==> src/rtl/square16.sv <==
// Sequential 16x16 shift-add squarer, one multiplier bit per clock, rdy-level handshake.
// Optional root check (x_ref input, ok output, CHECK state) enabled by SQUARE16_CHECK_EN.
//
// state   | meaning
// --------+-------------------------------------------------------------
// S_LOAD  | operand captured while reset is high; first iteration on release
// S_RUN   | one shift-add iteration per edge, 16 in total
// S_CHECK | compare x_ref against the square (enabled build only)
// S_DONE  | result held, rdy high until the next reset
module square16 (
  input  logic        clk,
  input  logic        reset,
  input  logic [15:0] y,
`ifdef SQUARE16_CHECK_EN
  input  logic [31:0] x_ref,
  output logic        ok,
`endif
  output logic        rdy,
  output logic [31:0] x
);

  typedef enum logic [1:0] {S_LOAD, S_RUN, S_CHECK, S_DONE} state_t;

  state_t      state_q, state_d;
  logic [31:0] mcand_q, mcand_d;
  logic [15:0] mplier_q, mplier_d;
  logic [31:0] acc_q, acc_d;
  logic [4:0]  cnt_q, cnt_d;
  logic        rdy_q, rdy_d;
  logic [31:0] add_term;

`ifdef SQUARE16_CHECK_EN
  logic [31:0] xref_q;
  logic        ok_q, ok_d;
  logic [32:0] diff;
  logic [32:0] two_y;

  // After 16 shifts mcand holds y<<16, so y<<1 sits in its top 17 bits.
  assign two_y = {16'b0, mcand_q[31:15]};
  assign diff  = {1'b0, xref_q} - {1'b0, acc_q};
`endif

  assign add_term = mplier_q[0] ? mcand_q : 32'd0;

  always_comb begin
    state_d  = state_q;
    mcand_d  = mcand_q;
    mplier_d = mplier_q;
    acc_d    = acc_q;
    cnt_d    = cnt_q;
    rdy_d    = rdy_q;
`ifdef SQUARE16_CHECK_EN
    ok_d     = ok_q;
`endif
    case (state_q)
      S_LOAD, S_RUN: begin
        acc_d    = acc_q + add_term;
        mcand_d  = mcand_q << 1;
        mplier_d = mplier_q >> 1;
        cnt_d    = cnt_q + 5'd1;
        state_d  = S_RUN;
        if (cnt_q == 5'd15) begin
`ifdef SQUARE16_CHECK_EN
          state_d = S_CHECK;
`else
          state_d = S_DONE;
          rdy_d   = 1'b1;
`endif
        end
      end
`ifdef SQUARE16_CHECK_EN
      S_CHECK: begin
        ok_d    = ~diff[32] && (diff <= two_y);
        rdy_d   = 1'b1;
        state_d = S_DONE;
      end
`endif
      default: ;
    endcase
  end

  always_ff @(posedge clk) begin
    if (reset) begin
      state_q  <= S_LOAD;
      mcand_q  <= {16'b0, y};
      mplier_q <= y;
      acc_q    <= 32'd0;
      cnt_q    <= 5'd0;
      rdy_q    <= 1'b0;
`ifdef SQUARE16_CHECK_EN
      xref_q   <= x_ref;
      ok_q     <= 1'b0;
`endif
    end else begin
      state_q  <= state_d;
      mcand_q  <= mcand_d;
      mplier_q <= mplier_d;
      acc_q    <= acc_d;
      cnt_q    <= cnt_d;
      rdy_q    <= rdy_d;
`ifdef SQUARE16_CHECK_EN
      ok_q     <= ok_d;
`endif
    end
  end

  assign x   = acc_q;
  assign rdy = rdy_q;
`ifdef SQUARE16_CHECK_EN
  assign ok  = ok_q;
`endif

endmodule

==> config.mk <==
export PLATFORM = sky130hd
export DESIGN_NAME = square16
export DESIGN_NICKNAME = d
export VERILOG_FILES = /design/src/rtl/square16.sv
export SDC_FILE = /design/constraint.sdc
export NUM_CORES = 1
export LEC_CHECK = 0
export ABC_AREA = 1
export BUFFER_PORTS_ARGS = -buffer_cell sky130_fd_sc_hd__buf_4
export CAP_MARGIN = 5
export CORE_MARGIN = 3
export CORE_UTILIZATION = 55
export DETAILED_ROUTE_END_ITERATION = 6
export GPL_TIMING_DRIVEN = 0
export HOLD_SLACK_MARGIN = 0.06
export PLACE_DENSITY = 0.86
export RECOVER_POWER = 25
export SLEW_MARGIN = 15
export SYNTH_ARGS = -nofsm -noshare
export SYNTH_HDL_FRONTEND = slang
export SYNTH_SLANG_ARGS = --single-unit
==> constraint.sdc <==
create_clock -name clk -period 2.1 [get_ports clk]
set_input_delay 0.42 -clock clk [delete_from_list [all_inputs] [get_ports clk]]
set_output_delay 0.42 -clock clk [all_outputs]
set_load 0.01 [all_outputs]
Word-level counts from Yosys, hierarchy flattened
Cells that the tools add are included.
{"block": "op_classes", "n_reduce_logical": 4, "mul": 0, "shifts": 0, "addsub": 2, "n_bitwise": 0, "n_lt_le_gt_ge": 0, "n_eq_ne": 2, "n_div": 0, "n_mux": 6}
{"operator": "$mux W16", "count": 4}
{"operator": "$add A32 B32 Y32", "count": 1}
{"operator": "$mux W32", "count": 1}
{"operator": "$add A5 B1 Y5 const B", "count": 1}
{"operator": "$eq A5 B4 Y1 const B", "count": 1}
{"operator": "$eq A2 B1 Y1 const B", "count": 1}
{"operator": "$logic_not A2 Y1", "count": 1}
{"operator": "$mux W2", "count": 1}
{"operator": "$reduce_and A2 Y1", "count": 1}
{"operator": "$reduce_bool A2 Y1", "count": 1}
{"operator": "$reduce_or A2 Y1", "count": 1}
{"block": "word_totals", "ff_bits": 88, "memories": 0, "latch_bits": 0, "romBits": 0, "in_bits": 18, "word_cells": 21, "out_inout_bits": 33, "mem_bits_rw": 0}

Longest topological paths before layout
{"block": "logic_depth", "ltp_word": 4, "depth_mapped": 16, "ltp_nobuf": 15}

Worst setup path after synthesis
OpenSTA, ideal clock, no wires.
{"block": "synth_path", "path_type": "input to register", "start": "in reset", "end": "reg mcand_q[0], enable pin", "arrival_time_ns": 1.887, "path_stages": 4, "path_slack_ns": -0.196, "n_path_buf": 2, "setup_ns": 0.409, "required_ns": 1.691, "cell_sequence": "buf_2 nor2_4 inv_2 clkbuf_1"}
{"block": "synth_between", "elab_chain_cells": 1}
{"item": "start: declaration", "line": "12", "source": "input logic reset,"}
{"item": "$reduce_bool A2 Y1 (no source line)"}
{"item": "end signal: assignment", "line": "85", "source": "mcand_q <= {16'b0, y};"}
{"item": "end signal: assignment", "line": "96", "source": "mcand_q <= mcand_d;"}
{"item": "end: declaration", "line": "25", "source": "logic [31:0] mcand_q, mcand_d;"}
No other way between the ends.
A chain may end at the register's enable or synchronous reset.

Worst setup path after layout
{"block": "layout_path", "start": "reg mplier_q[0]", "end": "reg acc_q[19] (netlist: x[19])"}
{"block": "layout_between", "elab_chain_cells": 2}
{"item": "start: declaration", "line": "26", "source": "logic [15:0] mplier_q, mplier_d;"}
{"item": "start signal: assignment", "line": "86", "source": "mplier_q <= y;"}
{"item": "start signal: assignment", "line": "97", "source": "mplier_q <= mplier_d;"}
{"item": "$mux W32", "line": "43", "source": "assign add_term = mplier_q[0] ? mcand_q : 32'd0;"}
{"item": "$add A32 B32 Y32", "line": "57", "source": "acc_d = acc_q + add_term;"}
{"item": "end signal: assignment", "line": "87", "source": "acc_q <= 32'd0;"}
{"item": "end signal: assignment", "line": "98", "source": "acc_q <= acc_d;"}
{"item": "end: declaration", "line": "27", "source": "logic [31:0] acc_q, acc_d;"}
No other way between the ends.

==> run_results.csv <==
group,metric,value,unit
pwr,sw_frac_of_total,34.7,%
detailed_routing,wirelength,24.5,mm
synthesis,synth_area_per_cell,6.39,um^2
sta,slew_headroom,41.1,%
synthesis,syn_nets,953,
sta,slew_violations,0,
clock_tree,ctsHoldBuffers,0,
worst_setup_path,critPathLaunchType,"flip-flop",
worst_setup_path,cp-end-kind,"flip-flop",
global_routing,grtUsageTotal,32.4,%
clock_tree,cts_tree,"built",
die,die_h,108,um
cells_and_area,final_common_cell,"nand2_1",
detailed_routing,drt_iter0_markers,1363,
pwr,pwr-share-clk,29.7,%
die,initial_core_util,57.8,%
synthesis,synth_cell_types,32,
detailed_routing,first_pass_iters,7,
hold_path,min_from,"y[0]",
global_routing,antenna_found_initial,0,
synthesis,seq_area_frac_synth,35.8,%
pwr,powerDensity,576,mW/mm^2
worst_setup_path,rrSetupSlack,-0.45,ns
cells_and_area,num_antenna_cells,0,
die,die_area,0.0117,mm^2
detailed_routing,vias,6965,
clock_tree,cts.clk_slew.worst_paths,0.11,ns
pwr,power_frac_comb,26.3,%
pwr,switchingPower,0.00158,W
cells_and_area,layout_common_cells,"306 x nand2_1, 155 x inv_1, 73 x buf_4, 67 x nand2_2, 55 x dfxtp_1",
placed_design,hpwl,11.2,mm
placed_design,io_buffers,49,
die,fp-row-count,36,
global_routing,gr-total-overflow,0,
sta,period_share,122,%
clock_tree,clock_latency,0.39,ns
cells_and_area,stdcell_area,0.00788,mm^2
sta,period_minus_slack,2.55,ns
hold_path,hp-class,"in2reg",
cells_and_area,nFillCells,569,
synthesis,ys_ff_latch,87,
sta,setup_slack,-0.455,ns
synthesis,yosys_warnings,0,
worst_setup_path,r2r_start,"mplier_q[0]$_DFFE_PP_",
clock_tree,htreeDepth,3,
die,ios,51,
cells_and_area,nets,1047,
pwr,seq_power_share,44.0,%
pwr,p_int,0.00297,W
worst_setup_path,cp_max_fo,5,
placed_design,dpl_cell_area,0.00631,mm^2
pwr,power_leakage,4.16,nW
sta,rsz0062_at_grt,"yes",
detailed_routing,wire_per_inst,21.6,um
global_routing,grt_pass1_wl,29.5,mm
cells_and_area,layout-drive-gt1-share,32.4,%
detailed_routing,route.detailed.drc,217,
cells_and_area,area_delta_synth_final,37.0,%
synthesis,netlist_area,0.00576,mm^2
global_routing,grt_pass1_vias,6082,
status,status,"finished with violations",
sta,setup_violations,29,
clock_tree,clock-sinks,87,
die,fp.dieW,108,um
worst_setup_path,cp.required,2.39,ns
die,core_area,0.00995,mm^2
pwr,ir_drop,0.000475,V
worst_setup_path,r2r_cells,17,
run,maxCapViolCount,0,
worst_setup_path,cp.arrival,2.84,ns
placed_design,routabilityCongestion,1.01,
clock_tree,cts.path.max_buffers,2,
clock_tree,cts_buffers,9,
sta,fmax,391,MHz
sta,fin_setup_tns,-7.50,ns
sta,tightest_slew,0.883,ns
sta,hold_violations,0,
hold_path,hold-path-endpoint,"mcand_q[0]$_SDFFCE_PN0P_",
worst_setup_path,rr_endpoint,"x[19]$_SDFFE_PP0P_",
worst_setup_path,crit_type,"reg2reg",
clock_tree,cts_root_buf,"clkbuf_8",
status,failed_checks,"design-rule violations, negative setup slack",
detailed_routing,vias_per_cell,6.15,
hold_path,hold_depth,3,
synthesis,syn-instance-count,901,
global_routing,grt_max_degree,42,
detailed_routing,ant_nets,0,
sta,skew,0.0172,ns
final cells by class:
| type | count | area (um^2) | area share (%) |
|---|---|---|---|
| clock buffer | 9 | 124 | 1.57 |
| multi-input combinational | 613 | 3950 | 50.1 |
| clock inverter | 7 | 91.3 | 1.16 |
| buffer | 18 | 116 | 1.48 |
| timing repair buffer | 83 | 678 | 8.60 |
| inverter | 183 | 694 | 8.81 |
| tap | 133 | 166 | 2.11 |
| sequential | 87 | 2060 | 26.2 |
state kept, by name, indices dropped and copies added (netlist names):
signal and flops:
cnt_q 5, mplier_q 16, mcand_q 32, x 32
rdy 1, state_q 1
repair_timing:
action,in CTS,in global routing
setup buffers,18,14
endpoints found under the setup margin,29,70
pin swaps,27,47
gates cloned,2,0
gates resized for setup,128,142
per-layer routing:
metal / global-route usage (%) / up-vias / part of all wire [%]
met5: 0 / - / 0
li1: - / 2951 / -
met1: 39.7 / 2991 / 33
met4: 20.2 / 0 / 11
met3: 7.58 / 267 / 15
met2: 51.5 / 756 / 41
synth_stat cells:
cell type    n  share of area, %
clkbuf_1    12              0.78
nand2_1    386                25
xnor2_1      8               1.2
nand3b_1     1              0.13
o21ai_0     15               1.3
nor2_1      45               2.9
o21ai_1      3              0.26
a21o_1       1              0.13
or2_2        4              0.43
o22ai_1     15               1.6
a22o_1       2              0.30
a32o_1       4              0.70
xor2_1       2              0.30
inv_2        4              0.26
o21bai_1     3              0.39
inv_1      179                12
nor2_4       3              0.59
nand4_1      4              0.43
fa_1         1              0.35
ha_1        33               7.2
dfxtp_1     55                19
buf_1        1             0.065
a31oi_1      1              0.11
nor3b_1      1              0.13
nand2_2      4              0.43
edfxtp_1    32                17
a21oi_1     29               2.5
nand3_2      1              0.17
buf_4        1              0.13
nand3_1     40               3.5
buf_2        4              0.35
nor3_1       7              0.61
stage by stage:
step,utilization [%],hold slack [ns],power (W),instances,worst slack (ns)
6_report,79.2,0.335,0.00454,1133,-0.455
5_1_grt,79.2,0.355,0.00463,1133,-0.546
4_1_cts,73.4,0.339,0.00414,1119,-0.111
3_5_place_dp,63.4,0.445,0.00263,1083,-0.424
3_3_place_gp,63.4,0.441,0.00261,1083,-0.353
2_1_floorplan,-,0.428,0.00240,901,0.0251
how the worst max path moves through the flow:
stage | end | from | slack [ns] | cells after the start
finish | x[19]$_SDFFE_PP0P_ | mplier_q[0]$_DFFE_PP_ | -0.45 | 17
global route | x[22]$_SDFFE_PP0P_ | mplier_q[0]$_DFFE_PP_ | -0.55 | 17
CTS | x[20]$_SDFFE_PP0P_ | mplier_q[0]$_DFFE_PP_ | -0.11 | 16
detailed placement | x[17]$_SDFFE_PP0P_ | mplier_q[0]$_DFFE_PP_ | -0.42 | 16
global placement | x[20]$_SDFFE_PP0P_ | mplier_q[0]$_DFFE_PP_ | -0.35 | 15
floorplan | x[20]$_SDFFE_PP0P_ | mplier_q[0]$_DFFE_PP_ | 0.03 | 15
logic make-up (layout without fill, tap and decap cells):
kind of cell / after synthesis / after routing / share of synthesized area (%)
xor gates and xnor gates: 10 / 10 / 1.52
AOI/OAI and AO/OA: 73 / 73 / 7.35
adders and majority gates: 34 / 34 / 7.52
buffers and inverters: 201 / 300 / 13.3
and+or+nand+nor: 496 / 496 / 34.5
DFF: 87 / 87 / 35.8
power groups by stage:
stage                     sequential [W]  clock [W]  combinational [W]
after floorplan                  0.00199          0           0.000413
final                            0.00200    0.00135            0.00119
after CTS                        0.00197    0.00129           0.000874
after global placement           0.00198          0           0.000628
after detailed placement         0.00199          0           0.000647
after global routing             0.00201    0.00138            0.00124
critical path, cell delays in order, from the launching register on:
cell and delay [ns]:
edfxtp_1 0.43, buf_6 0.15, buf_8 0.12, nand2_1 0.17
inv_2 0.10, ha_4 0.26, nand2_4 0.12, inv_2 0.05
nand2_1 0.07, nand2_1 0.07, nand2_1 0.10, nand3b_1 0.24
nand2_2 0.18, nand2_1 0.08, nand2_1 0.06, nand3_1 0.08
nand2_1 0.13, inv_1 0.05
(Power assumes the default switching activity.)
